<file path="src/rtl/fifo_pkt_reader_if.sv">
// FIFO read port plus switch output port of the packet reader.
// PKT_READER_CNT_EN adds the pkt_cnt/drop_cnt statistics outputs.
interface fifo_pkt_reader_if #(
    parameter int DATA = 8
);
    logic            fifo_empty;
    logic            read_req;
    logic [DATA-1:0] read_data;
    logic            read_data_valid;
    logic [DATA-1:0] out_data;
    logic            out_valid;
    logic            out_ready;
    logic            out_sop;
    logic            out_eop;
    logic [1:0]      out_dest;
    logic            len_err;
`ifdef PKT_READER_CNT_EN
    logic [15:0]     pkt_cnt;
    logic [15:0]     drop_cnt;

    modport master (
        input  fifo_empty, read_data, read_data_valid, out_ready,
        output read_req, out_data, out_valid, out_sop, out_eop, out_dest, len_err,
        output pkt_cnt, drop_cnt
    );
    modport slave (
        output fifo_empty, read_data, read_data_valid, out_ready,
        input  read_req, out_data, out_valid, out_sop, out_eop, out_dest, len_err,
        input  pkt_cnt, drop_cnt
    );
`else
    modport master (
        input  fifo_empty, read_data, read_data_valid, out_ready,
        output read_req, out_data, out_valid, out_sop, out_eop, out_dest, len_err
    );
    modport slave (
        output fifo_empty, read_data, read_data_valid, out_ready,
        input  read_req, out_data, out_valid, out_sop, out_eop, out_dest, len_err
    );
`endif
endinterface

</file>
<file path="src/rtl/fifo_pkt_reader.sv">
// Packet FIFO consumer: parses 1-byte headers {dest,len}, streams payload with sop/eop via a 2-entry skid buffer.
// First byte valid 2 cycles after the header arrives; read_req is credit-gated and ignores out_ready. PKT_READER_CNT_EN adds counters.
module fifo_pkt_reader #(
    parameter int DATA    = 8,
    parameter int MAX_LEN = 48
) (
    input logic               clk,
    input logic               rst,
    fifo_pkt_reader_if.master bus
);
    typedef enum logic [1:0] {HDR, PAY, DROP} state_t;

    typedef struct packed {
        logic            sop;
        logic            eop;
        logic [1:0]      dest;
        logic [DATA-1:0] data;
    } ent_t;

    localparam logic [5:0] MAX_L = 6'(MAX_LEN);

    state_t     state;
    logic [5:0] remaining;
    logic [1:0] dest_q;
    logic       sop_pend;
    logic       len_err_q;
    logic       inflight;
    logic [1:0] buf_count;
    ent_t       ent0;
    ent_t       ent1;

    logic       rx;
    logic       push;
    logic       pop;
    logic [5:0] hdr_len;
    ent_t       new_ent;

    // Only a byte we actually requested counts; stray valids are dropped.
    assign rx      = bus.read_data_valid & inflight;
    assign hdr_len = bus.read_data[5:0];
    assign push    = rx & (state == PAY);
    assign pop     = (buf_count != 2'd0) & bus.out_ready;

    // The in-flight byte holds a credit, so it always finds a free slot.
    assign bus.read_req = !rst & !bus.fifo_empty &
                          ((buf_count + {1'b0, inflight}) < 2'd2);

    always_comb begin
        new_ent      = '0;
        new_ent.sop  = sop_pend;
        new_ent.eop  = (remaining == 6'd1);
        new_ent.dest = dest_q;
        new_ent.data = bus.read_data;
    end

    always_ff @(posedge clk) begin
        if (rst) begin
            inflight <= 1'b0;
        end else begin
            inflight <= bus.read_req;
        end
    end

    always_ff @(posedge clk) begin
        if (rst) begin
            state     <= HDR;
            remaining <= '0;
            dest_q    <= '0;
            sop_pend  <= 1'b0;
            len_err_q <= 1'b0;
        end else begin
            len_err_q <= 1'b0;
            if (rx) begin
                case (state)
                    HDR: begin
                        if (hdr_len == 6'd0) begin
                            len_err_q <= 1'b1;
                        end else if (hdr_len > MAX_L) begin
                            len_err_q <= 1'b1;
                            remaining <= hdr_len;
                            state     <= DROP;
                        end else begin
                            dest_q    <= bus.read_data[7:6];
                            remaining <= hdr_len;
                            sop_pend  <= 1'b1;
                            state     <= PAY;
                        end
                    end
                    PAY: begin
                        remaining <= remaining - 6'd1;
                        sop_pend  <= 1'b0;
                        if (remaining == 6'd1) state <= HDR;
                    end
                    DROP: begin
                        remaining <= remaining - 6'd1;
                        if (remaining == 6'd1) state <= HDR;
                    end
                    default: state <= HDR;
                endcase
            end
        end
    end

    // ent0 is always the head; ent1 shifts down on pop.
    always_ff @(posedge clk) begin
        if (rst) begin
            buf_count <= '0;
            ent0      <= '0;
            ent1      <= '0;
        end else begin
            case ({push, pop})
                2'b10: begin
                    if (buf_count == 2'd0) ent0 <= new_ent;
                    else                   ent1 <= new_ent;
                    buf_count <= buf_count + 2'd1;
                end
                2'b01: begin
                    ent0      <= ent1;
                    buf_count <= buf_count - 2'd1;
                end
                2'b11: begin
                    if (buf_count == 2'd1) begin
                        ent0 <= new_ent;
                    end else begin
                        ent0 <= ent1;
                        ent1 <= new_ent;
                    end
                end
                default: ;
            endcase
        end
    end

    assign bus.out_valid = (buf_count != 2'd0);
    assign bus.out_data  = ent0.data;
    assign bus.out_sop   = ent0.sop & bus.out_valid;
    assign bus.out_eop   = ent0.eop & bus.out_valid;
    assign bus.out_dest  = ent0.dest;
    assign bus.len_err   = len_err_q;

`ifdef PKT_READER_CNT_EN
    logic [15:0] pkt_cnt_q;
    logic [15:0] drop_cnt_q;

    always_ff @(posedge clk) begin
        if (rst) begin
            pkt_cnt_q  <= '0;
            drop_cnt_q <= '0;
        end else begin
            if (pop && ent0.eop && pkt_cnt_q != 16'hFFFF) pkt_cnt_q <= pkt_cnt_q + 16'd1;
            if (len_err_q && drop_cnt_q != 16'hFFFF)      drop_cnt_q <= drop_cnt_q + 16'd1;
        end
    end

    assign bus.pkt_cnt  = pkt_cnt_q;
    assign bus.drop_cnt = drop_cnt_q;
`endif
endmodule

</file>
<file path="src/flat_wrapper.sv">
// flat-port wrapper written by rule: the top's interface ports become plain ports
module fifo_pkt_reader_flat 
#(
    parameter int DATA    = 8,
    parameter int MAX_LEN = 48
)
  (clk, rst, bus_fifo_empty, bus_read_data, bus_read_data_valid, bus_out_ready, bus_read_req, bus_out_data, bus_out_valid, bus_out_sop, bus_out_eop, bus_out_dest, bus_len_err);
  fifo_pkt_reader_if #(.DATA(DATA)) bus_i ();
  input logic clk;
  input logic rst;
  input wire logic [$bits(bus_i.fifo_empty)-1:0] bus_fifo_empty;
  input wire logic [$bits(bus_i.read_data)-1:0] bus_read_data;
  input wire logic [$bits(bus_i.read_data_valid)-1:0] bus_read_data_valid;
  input wire logic [$bits(bus_i.out_ready)-1:0] bus_out_ready;
  output wire logic [$bits(bus_i.read_req)-1:0] bus_read_req;
  output wire logic [$bits(bus_i.out_data)-1:0] bus_out_data;
  output wire logic [$bits(bus_i.out_valid)-1:0] bus_out_valid;
  output wire logic [$bits(bus_i.out_sop)-1:0] bus_out_sop;
  output wire logic [$bits(bus_i.out_eop)-1:0] bus_out_eop;
  output wire logic [$bits(bus_i.out_dest)-1:0] bus_out_dest;
  output wire logic [$bits(bus_i.len_err)-1:0] bus_len_err;
  assign bus_i.fifo_empty = bus_fifo_empty;
  assign bus_i.read_data = bus_read_data;
  assign bus_i.read_data_valid = bus_read_data_valid;
  assign bus_i.out_ready = bus_out_ready;
  assign bus_read_req = bus_i.read_req;
  assign bus_out_data = bus_i.out_data;
  assign bus_out_valid = bus_i.out_valid;
  assign bus_out_sop = bus_i.out_sop;
  assign bus_out_eop = bus_i.out_eop;
  assign bus_out_dest = bus_i.out_dest;
  assign bus_len_err = bus_i.len_err;
  fifo_pkt_reader #(.DATA(DATA), .MAX_LEN(MAX_LEN)) u_core (.clk(clk), .rst(rst), .bus(bus_i));
endmodule
</file>
<file path="config.mk">
export PLATFORM = sky130hd
export DESIGN_NAME = fifo_pkt_reader_flat
export DESIGN_NICKNAME = d
export VERILOG_FILES = /design/src/rtl/fifo_pkt_reader_if.sv /design/src/rtl/fifo_pkt_reader.sv /design/src/flat_wrapper.sv
export SDC_FILE = /design/constraint.sdc
export NUM_CORES = 1
export LEC_CHECK = 0
export CORE_MARGIN = 10
export CORE_UTILIZATION = 58
export CTS_CLUSTER_DIAMETER = 150
export DETAILED_ROUTE_END_ITERATION = 16
export PLACE_DENSITY_LB_ADDON = 0.12
export SLEW_MARGIN = 0
export SYNTH_ARGS = -nofsm -noshare
export SYNTH_HDL_FRONTEND = slang
export SYNTH_SLANG_ARGS = --single-unit
</file>
<file path="constraint.sdc">
create_clock -name clk -period 3.1 [get_ports clk]
set_clock_uncertainty 0.05 [all_clocks]
set_input_delay 0.62 -clock clk [delete_from_list [all_inputs] [get_ports clk]]
set_output_delay 0.62 -clock clk [all_outputs]
set_load 0.03 [all_outputs]
</file>
# Word-level counts from Yosys, hierarchy flattened
# Index checks and enable logic that the tools add are counted.
[totals] register_bits=39 inputBits=13 out_inout_bits=15 wordCells=82
[op_classes] n_addsub=4 order_cmp=2 n_eq_ne=13 n_mux=18 bitwise=11 n_reduce_logical=19
[op_table] cell="12-bit two-way mux" count=4
[op_table] cell="12-bit one-hot mux with 3 select lines" count=1
[op_table] cell="12-bit one-hot mux with 2 select lines" count=1
[op_table] cell="6-bit one-hot mux with 2 select lines" count=1
[op_table] cell="2-bit nonzero test" count=5
[op_table] cell="3-bit AND reduction" count=3
[op_table] cell="2-bit inequality test, second input constant" count=4
[op_table] cell="2-bit one-hot mux with 2 select lines" count=2
[op_table] cell="4-bit AND reduction" count=2
[op_table] cell="1-bit AND" count=7
[op_table] cell="2-bit by 1-bit equality test with 1-bit output, second input constant" count=3
[op_table] cell="2-bit equality test, second input constant" count=3
[op_table] cell="6-bit by 1-bit equality test with 1-bit output, second input constant" count=1
[op_table] cell="6-bit > comparator, second input constant" count=1
[op_table] cell="6-bit logical NOT" count=1
[op_table] cell="2-bit two-way mux" count=3
[op_table] cell="6-bit two-way mux" count=1
[op_table] cell="6-bit by 1-bit subtractor with 6-bit output, second input constant" count=1
[op_table] cell="2-bit logical NOT" count=2
[op_table] cell="1-bit two-way mux" count=4
[op_table] cell="2-bit by 1-bit inequality test with 1-bit output, second input constant" count=2
[op_table] cell="1-bit inverter" count=4
[op_table] cell="3-bit nonzero test" count=1
[op_table] cell="3-bit OR reduction" count=1
[op_table] cell="other kinds (8)" count=9

# Depth between registers and ports, before layout
# Gate-level depths: netlist of run 1.
[logic_depth] ltp_word=5 ltp_mapped=11 depth_no_buf=10

# Least setup slack after synthesis of run 1
# No wires, ideal clock.
[synth_path] path_type="register to register" start="register u_core.buf_count[0]" end="register u_core.ent0, in the netlist u_core.bus.out_data[0]" setup_ns=0.078 arrival_ns=2.117 slack_ns=0.855 stages_incl_launch_ff=12 path_buffers=1 path_cell_list="dfxtp_1 > inv_1 > ha_1 > inv_1 > nand2_1 > inv_1 > ha_1 > nor2b_1 > o21a_1 > clkbuf_1 > a221oi_1 > nor3_1"
[synth_between] elab_chain_cells=5 elab_cells_between_ends=12 classes_between="eq/ne (5); mux (2); bitwise (1); reduce/logical (4)"
[synth_rtl] item="from (decl)" line="fifo_pkt_reader.sv:28" source="logic [1:0] buf_count;"
[synth_rtl] item="from (signal assigned)" line="fifo_pkt_reader.sv:115" source="buf_count <= buf_count + 2'd1;"
[synth_rtl] item="from (signal assigned)" line="fifo_pkt_reader.sv:119" source="buf_count <= buf_count - 2'd1;"
[synth_rtl] item="2-bit nonzero test (*)"
[synth_rtl] item="via bus_out_valid" line="flat_wrapper.sv:17" source="output wire logic [$bits(bus_i.out_valid)-1:0] bus_out_valid;"
[synth_rtl] item="1-bit AND (*)" line="fifo_pkt_reader.sv:42" source="assign pop = (buf_count != 2'd0) & bus.out_ready;"
[synth_rtl] item="2-bit equality test or 2-bit by 1-bit equality test with 1-bit output (tied branches)" line="fifo_pkt_reader.sv:111" source="case ({push, pop})"
[synth_rtl] item="2-bit by 1-bit inequality test with 1-bit output (no source line) or 3-bit nonzero test (tied branches)"
[synth_rtl] item="2-bit AND reduction (no source line)"
[synth_rtl] item="to (signal assigned)" line="fifo_pkt_reader.sv:113" source="if (buf_count == 2'd0) ent0 <= new_ent;"
[synth_rtl] item="to (signal assigned)" line="fifo_pkt_reader.sv:118" source="ent0 <= ent1;"
[synth_rtl] item="to (signal assigned)" line="fifo_pkt_reader.sv:123" source="ent0 <= new_ent;"
[synth_rtl] item="to (decl)" line="fifo_pkt_reader.sv:29" source="ent_t ent0;"
# The timed path passes the listed nets; every way through them passes the cells marked *.
# A chain may end at the register's enable or synchronous reset.

# Worst setup path in the final report of run 1
[layout_path] start="register u_core.buf_count[0]" end="output port bus_out_eop"
[layout_between] elab_chain_cells=2
[layout_rtl] item="2-bit nonzero test" line="fifo_pkt_reader.sv:134" source="assign bus.out_valid = (buf_count != 2'd0);"
[layout_rtl] item="1-bit AND" line="fifo_pkt_reader.sv:137" source="assign bus.out_eop = ent0.eop & bus.out_valid;"
[layout_rtl] item="to (decl)" line="flat_wrapper.sv:19" source="output wire logic [$bits(bus_i.out_eop)-1:0] bus_out_eop;"
# No other way between the ends.

==> results of run 1 <==
-- area by class of cell --
cell class	instances	area, µm²	share of cell area, %
repair buffers	31	298	13.0
multi-input cells	159	1040	45.2
clock buffers	8	68.8	3.00
well taps	46	57.6	2.51
inverters	14	52.6	2.29
flip-flops and latches	39	781	34.0
-- cell families (layout without fill, tap and decap cells) --
family / count (synthesis) / after routing / synth area share (%)
DFF: 39 / 39 / 39.3
muxes: 14 / 14 / 7.12
adders and majority gates: 9 / 9 / 5.67
AOI/OAI and AO/OA: 49 / 49 / 17.3
xor gates and xnor gates: 3 / 3 / 1.32
buffers and inverters: 34 / 53 / 8.39
and+or+nand+nor: 84 / 84 / 20.8
-- power breakdown --
group | leakage (µW) | switching [µW] | internal (µW) | total [µW]
logic | 0.000491 | 267 | 175 | 442
registers | 0.000316 | 34.5 | 555 | 589
clock network | 0.0000386 | 167 | 133 | 301
-- critical path: cells and delay by family (launching register included) --
kind | cells | cell delay, ps
buffers and inverters | 2 | 740
and+or+nand+nor | 1 | 140
adders and majority gates | 1 | 290
DFF | 1 | 410
-- state kept, by name, summed over array words and instances, names as in the netlist --
name / count
u_core.bus.out_dest: 2
u_core.sop_pend: 1
u_core.remaining: 6
u_core.bus.len_err: 1
u_core.inflight: 1
u_core.ent0: 2
u_core.state: 2
u_core.bus.out_data: 8
u_core.ent1: 12
u_core.dest_q: 2
u_core.buf_count: 2
-- path summary, 6_finish.rpt --
check | startpoint | cells past startpoint | endpoint
setup / recovery | u_core.buf_count[0] | 4 | bus_out_eop
hold / removal | u_core.remaining[4] | 2 | u_core.remaining[4]
setup reg to reg | u_core.buf_count[0] | 10 | u_core.bus.out_data[3]
hold reg to reg | u_core.remaining[4] | 2 | u_core.remaining[4]
-- cells in the mapped netlist, types with 2 or more instances --
master and number:
or2_2 2, nand3_1 2, nor2_1 33, a21oi_1 10, and3_1 2, buf_4 10
nor3_1 17, nand2_1 14, ha_1 9, a211oi_1 4, o2bb2ai_1 2, xor2_1 2
or4_1 2, a221oi_1 13, o21ai_0 10, inv_1 13, mux2i_1 13, clkbuf_1 8
or3_1 2, dfxtp_1 39, nor3b_1 2, o31a_1 2, nor2b_1 3
-- per-layer routing --
layer / share of wire, % / routed length, µm / up-vias / GRT usage [%]
li1: - / - / 845 / -
met1: 45 / 2030 / 812 / 17.6
met2: 48 / 2170 / 43 / 25.7
met3: 5.8 / 264 / 10 / 5.24
met4: 2.1 / 95 / 0 / 6.45
met5: 0 / 0 / - / 0
-- per-stage QoR --
step | total power [µW] | setup WS, ps | hold slack, ps | util [%]
finish | 1330 | 498 | 443 | 69.3
global route | 1410 | 378 | 470 | 69.3
CTS | 1340 | 470 | 443 | 69.3
detailed placement | 1040 | 352 | 427 | 67.2
global placement | 1030 | 426 | 423 | 67.2
floorplan | 924 | 855 | 404 | -
==> impl_metrics.csv, run 1 <==
group,metric,value,unit
status,status,"finished clean",
global_routing,grt.total_usage,15.4,%
power_and_ir_drop,vdd_drop_max,0.335,mV
synthesis,synth-edff-count,0,
clocking,cts-hold-fix-buffers,0,
cells_and_area,final_cell_mix,"dfxtp_1 (39), nor2_1 (33), clkdlybuf4s50_1 (26)",
place,place_inst,289,
synthesis,syn_avg_cell_area,8.55,µm²
setup_path,critPathLaunchType,"register",
setup_path,crit_arrival,1930,ps
synthesis,yosysTopAreaCellShare,39.3,%
global_routing,overflow,0,
clocking,htree_levels,2,
route,viasPerCell,5.76,
clocking,clockRootBuffer,"clkbuf_4",
synthesis,ys_dominant_reg_cell,"dfxtp_1",
route,firstDrtPassIters,4,
place,port_buffers,27,
sta,fin_tns_setup,0,ps
clocking,cts.reportedPaths.clkPinSlew,120,ps
clocking,cts_resized,0,
cells_and_area,instances_no_fill,297,
clocking,cts_sinks,39,
global_routing,grt_pass1_wl,7780,µm
cells_and_area,stdcell_area,2290,µm²
route,drtAntennaViolNets,0,
floorplanning,rows,21,
sta,tightest_slew,1040,ps
cells_and_area,drive_gt1_share,7.97,%
route,totalWireLength,4560,µm
cells_and_area,finalNetCount,272,
setup_path,cp.required,2430,ps
place,gp_congestion,0.895,
cells_and_area,layout_commonest_cell,"dfxtp_1",
floorplanning,start_util,59.9,%
setup_path,critical_path_class,"reg2out",
synthesis,netlist_area,1980,µm²
setup_path,slowest_stage,"clkdlybuf4s50_1",
setup_path,reg2reg_slack,730,ps
synthesis,synth_cell_types,41,
sta,rsz0062_at_grt,"no",
cells_and_area,nFillCells,286,
power_and_ir_drop,power-per-cell-area,580,nW/µm²
route,drt_iter0_markers,150,
place,dpl-instance-area,2230,µm²
synthesis,yosysSeqAreaShare,39.3,%
synthesis,synth_top_cell_by_area,"dfxtp_1",
sta,layout_min_cycle_time,2600,ps
clocking,clock_latency,360,ps
cells_and_area,n_antenna_cell,0,
place,hpwl,3300,µm
synthesis,async_flop_share,0,%
setup_path,worstPathMaxFanout,6,
cells_and_area,area_growth,15.6,%
synthesis,ys_warn_count,0,
floorplanning,die_height,78.5,µm
global_routing,antenna_found_initial,0,
sta,period_share,83.9,%
clocking,post_cts_buffers,0,
sta,relSlewSlack,30.8,%
sta,max_clock_freq,0.384,GHz
sta,hold_viol_final,0,
route,drcViolationCount,0,
setup_path,cp_slowest_stage_delay,680,ps
global_routing,grt_max_degree,22,
floorplanning,ioPinCount,28,
global_routing,first_global_vias,1655,
sta,slew_violations,0,
setup_path,cp-end-kind,"primary output",
job,drv_cap,0,
synthesis,synth_fp_nets,254,
power_and_ir_drop,p_leak,0.000845,µW
route,routedWlPerCell,15.4,µm
route,dr_total_vias,1710,
synthesis,syn_inst,232,
clocking,clock_path_buffers,2,
floorplanning,die_x,78.5,µm
clocking,cts_made_buffers,5,
synthesis,synth.area.top_cells,"dfxtp_1 (39%), mux2i_1 (6.6%), nor2_1 (6.2%), a221oi_1 (5.7%), ha_1 (5.7%)",
setup_path,crit_chain,"inv_1 -> ha_1 -> nor2b_1 -> clkdlybuf4s50_1",
floorplanning,die_area,6160,µm²
clocking,tritoncts,"built",
sta,setup_viol_count_final,0,
hold_path,hold_path_class,"reg2reg",
synthesis,synth_seq_cells,39,
floorplanning,core,3310,µm²
(Power assumes the default switching activity.)
==> run 2: changes to the inputs <==
CORE_UTILIZATION = 54   (was 58)
clock period = 2.7 ns   (was 3.1 ns; I/O delays follow)
==> run 2 against run 1 <==
Effect of this change:
- die area is 5.5% higher
- hold slack worse by 12 ps
- routed wire length is 0.90% higher
- clock power is 31% higher
- design area is 2.7% higher
- utilization is 0.83 points lower
- via count is 3.6% lower
- clock-buffer cell count is 3 lower
- flip-flop and latch count stayed put
- non-clock buffer count is 4 higher
- cell count is 1.3% higher
- critical endpoint unchanged
- largest power group unchanged
==> impl_metrics.csv, run 2 (synthesis gave the netlist of run 1 again) <==
group,metric,value,unit
cells_and_area,drive_gt1_share,9.80,%
sta,period_share,90.9,%
sta,setup_viol_count_final,0,
sta,relSlewSlack,34.7,%
floorplanning,die_x,80.6,µm
cells_and_area,layout_commonest_cell,"dfxtp_1",
route,drcViolationCount,0,
place,dp_slack,100,ps
floorplanning,ioPinCount,28,
clocking,clock_path_buffers,2,
clocking,clockRootBuffer,"clkbuf_8",
setup_path,cp.required,2110,ps
place,dpl-instance-area,2270,µm²
hold_path,hold_path_class,"reg2reg",
place,gp_congestion,0.880,
route,viasPerCell,5.48,
cells_and_area,area_growth,18.8,%
clocking,clock_latency,300,ps
setup_path,crit_arrival,1870,ps
global_routing,first_global_vias,1593,
clocking,htree_levels,2,
cells_and_area,postLayoutCoreUtil,68.5,%
cells_and_area,stdcell_area,2360,µm²
floorplanning,die_area,6500,µm²
route,dr_total_vias,1649,
route,drtAntennaViolNets,0,
status,status,"finished clean",
power_and_ir_drop,power-per-cell-area,671,nW/µm²
sta,fin_tns_setup,0,ps
clocking,cts.reportedPaths.clkPinSlew,80,ps
route,firstDrtPassIters,4,
route,drt_iter0_markers,127,
floorplanning,start_util,57.7,%
sta,layout_min_cycle_time,2460,ps
global_routing,overflow,0,
global_routing,grt_max_degree,28,
cells_and_area,largest_reg_flops,12,
sta,max_clock_freq,0.407,GHz
floorplanning,core,3440,µm²
setup_path,critical_path_class,"reg2out",
sta,rsz0062_at_grt,"no",
cells_and_area,final_cell_mix,"dfxtp_1 (39), nor2_1 (33), clkdlybuf4s50_1 (26)",
clocking,cts_sinks,39,
job,drv_cap,0,
global_routing,antenna_found_initial,0,
cells_and_area,nFillCells,303,
power_and_ir_drop,vdd_drop_max,0.364,mV
clocking,post_cts_buffers,0,
cells_and_area,largest_register,"u_core.ent1",
sta,fin_ws,244,ps
route,totalWireLength,4600,µm
setup_path,critPathLaunchType,"register",
cells_and_area,finalNetCount,276,
place,hpwl,3270,µm
sta,hold_viol_final,0,
floorplanning,rows,21,
sta,slew_violations,0,
cells_and_area,n_antenna_cell,0,
global_routing,grt_pass1_wl,7650,µm
sta,tightest_slew,979,ps
floorplanning,die_height,80.6,µm
clocking,cts_resized,0,
route,routedWlPerCell,15.3,µm
clocking,cts_made_buffers,5,
power_and_ir_drop,power,1580,µW
place,port_buffers,27,
clocking,cts-hold-fix-buffers,0,
power_and_ir_drop,p_leak,0.000870,µW
clocking,tritoncts,"built",
setup_path,cp-end-kind,"primary output",
global_routing,grt.total_usage,14.9,%
setup_path,worstPathMaxFanout,6,
[run 2: cell count changes in the layout (fill, tap and decap cells not counted), sizes merged]
cell      delta
buf          +4
clkinv       +1
clkinvlp     +2
clkbuf       -3
[run 2: layout make-up]
cell class	instances	area [µm²]	area share, %
Clock buffer	5	68.8	2.92
Clock inverter	3	20.0	0.849
Inverter	14	52.6	2.23
Multi-Input combinational cell	159	1040	44.0
Sequential cell	39	781	33.1
Tap cell	46	57.6	2.44
Timing Repair Buffer	35	340	14.4
[run 2: layer usage]
layer	wire length, µm	track usage (%)	share of wire [%]	up-vias
met5	0	0	0	-
met4	78	6.87	1.7	0
met3	209	3.34	4.5	7
met2	2190	24.8	48	27
met1	2130	17.6	46	766
li1	-	-	-	849
[run 2: path summary, 6_finish.rpt]
kind	from	to	slack, ps	depth (start not counted)
min reg2reg	u_core.remaining[4]	u_core.remaining[4]	430	2
min	u_core.remaining[4]	u_core.remaining[4]	430	2
max reg2reg	u_core.buf_count[0]	u_core.bus.out_data[4]	330	10
max	u_core.buf_count[0]	bus_out_eop	240	4
[run 2: power by group]
part | switching, µW | internal [µW] | total, µW | leakage (µW)
Clock | 216 | 180 | 395 | 0.0000402
Sequential | 37.4 | 637 | 674 | 0.000316
Combinational | 306 | 205 | 512 | 0.000514
Total | 559 | 1020 | 1580 | 0.000870
[run 2: through the flow]
step,cells,hold slack (ps)
2_1_floorplan,232,404
3_3_place_gp,293,412
3_5_place_dp,293,426
4_1_cts,301,437
5_1_grt,301,475
6_report,301,431
[run 2: critical path, cell delays in order, from the launching register on]
cell	delay, ps
dfxtp_1	410
inv_1	70
ha_1	270
nor2b_1	150
clkdlybuf4s50_1	680
==> run 3: changes to the inputs <==
CTS_CLUSTER_DIAMETER = 40   (was 150)
==> results of run 3 <==
No change in the layout: final DEF, timing and power equal those of run 2.
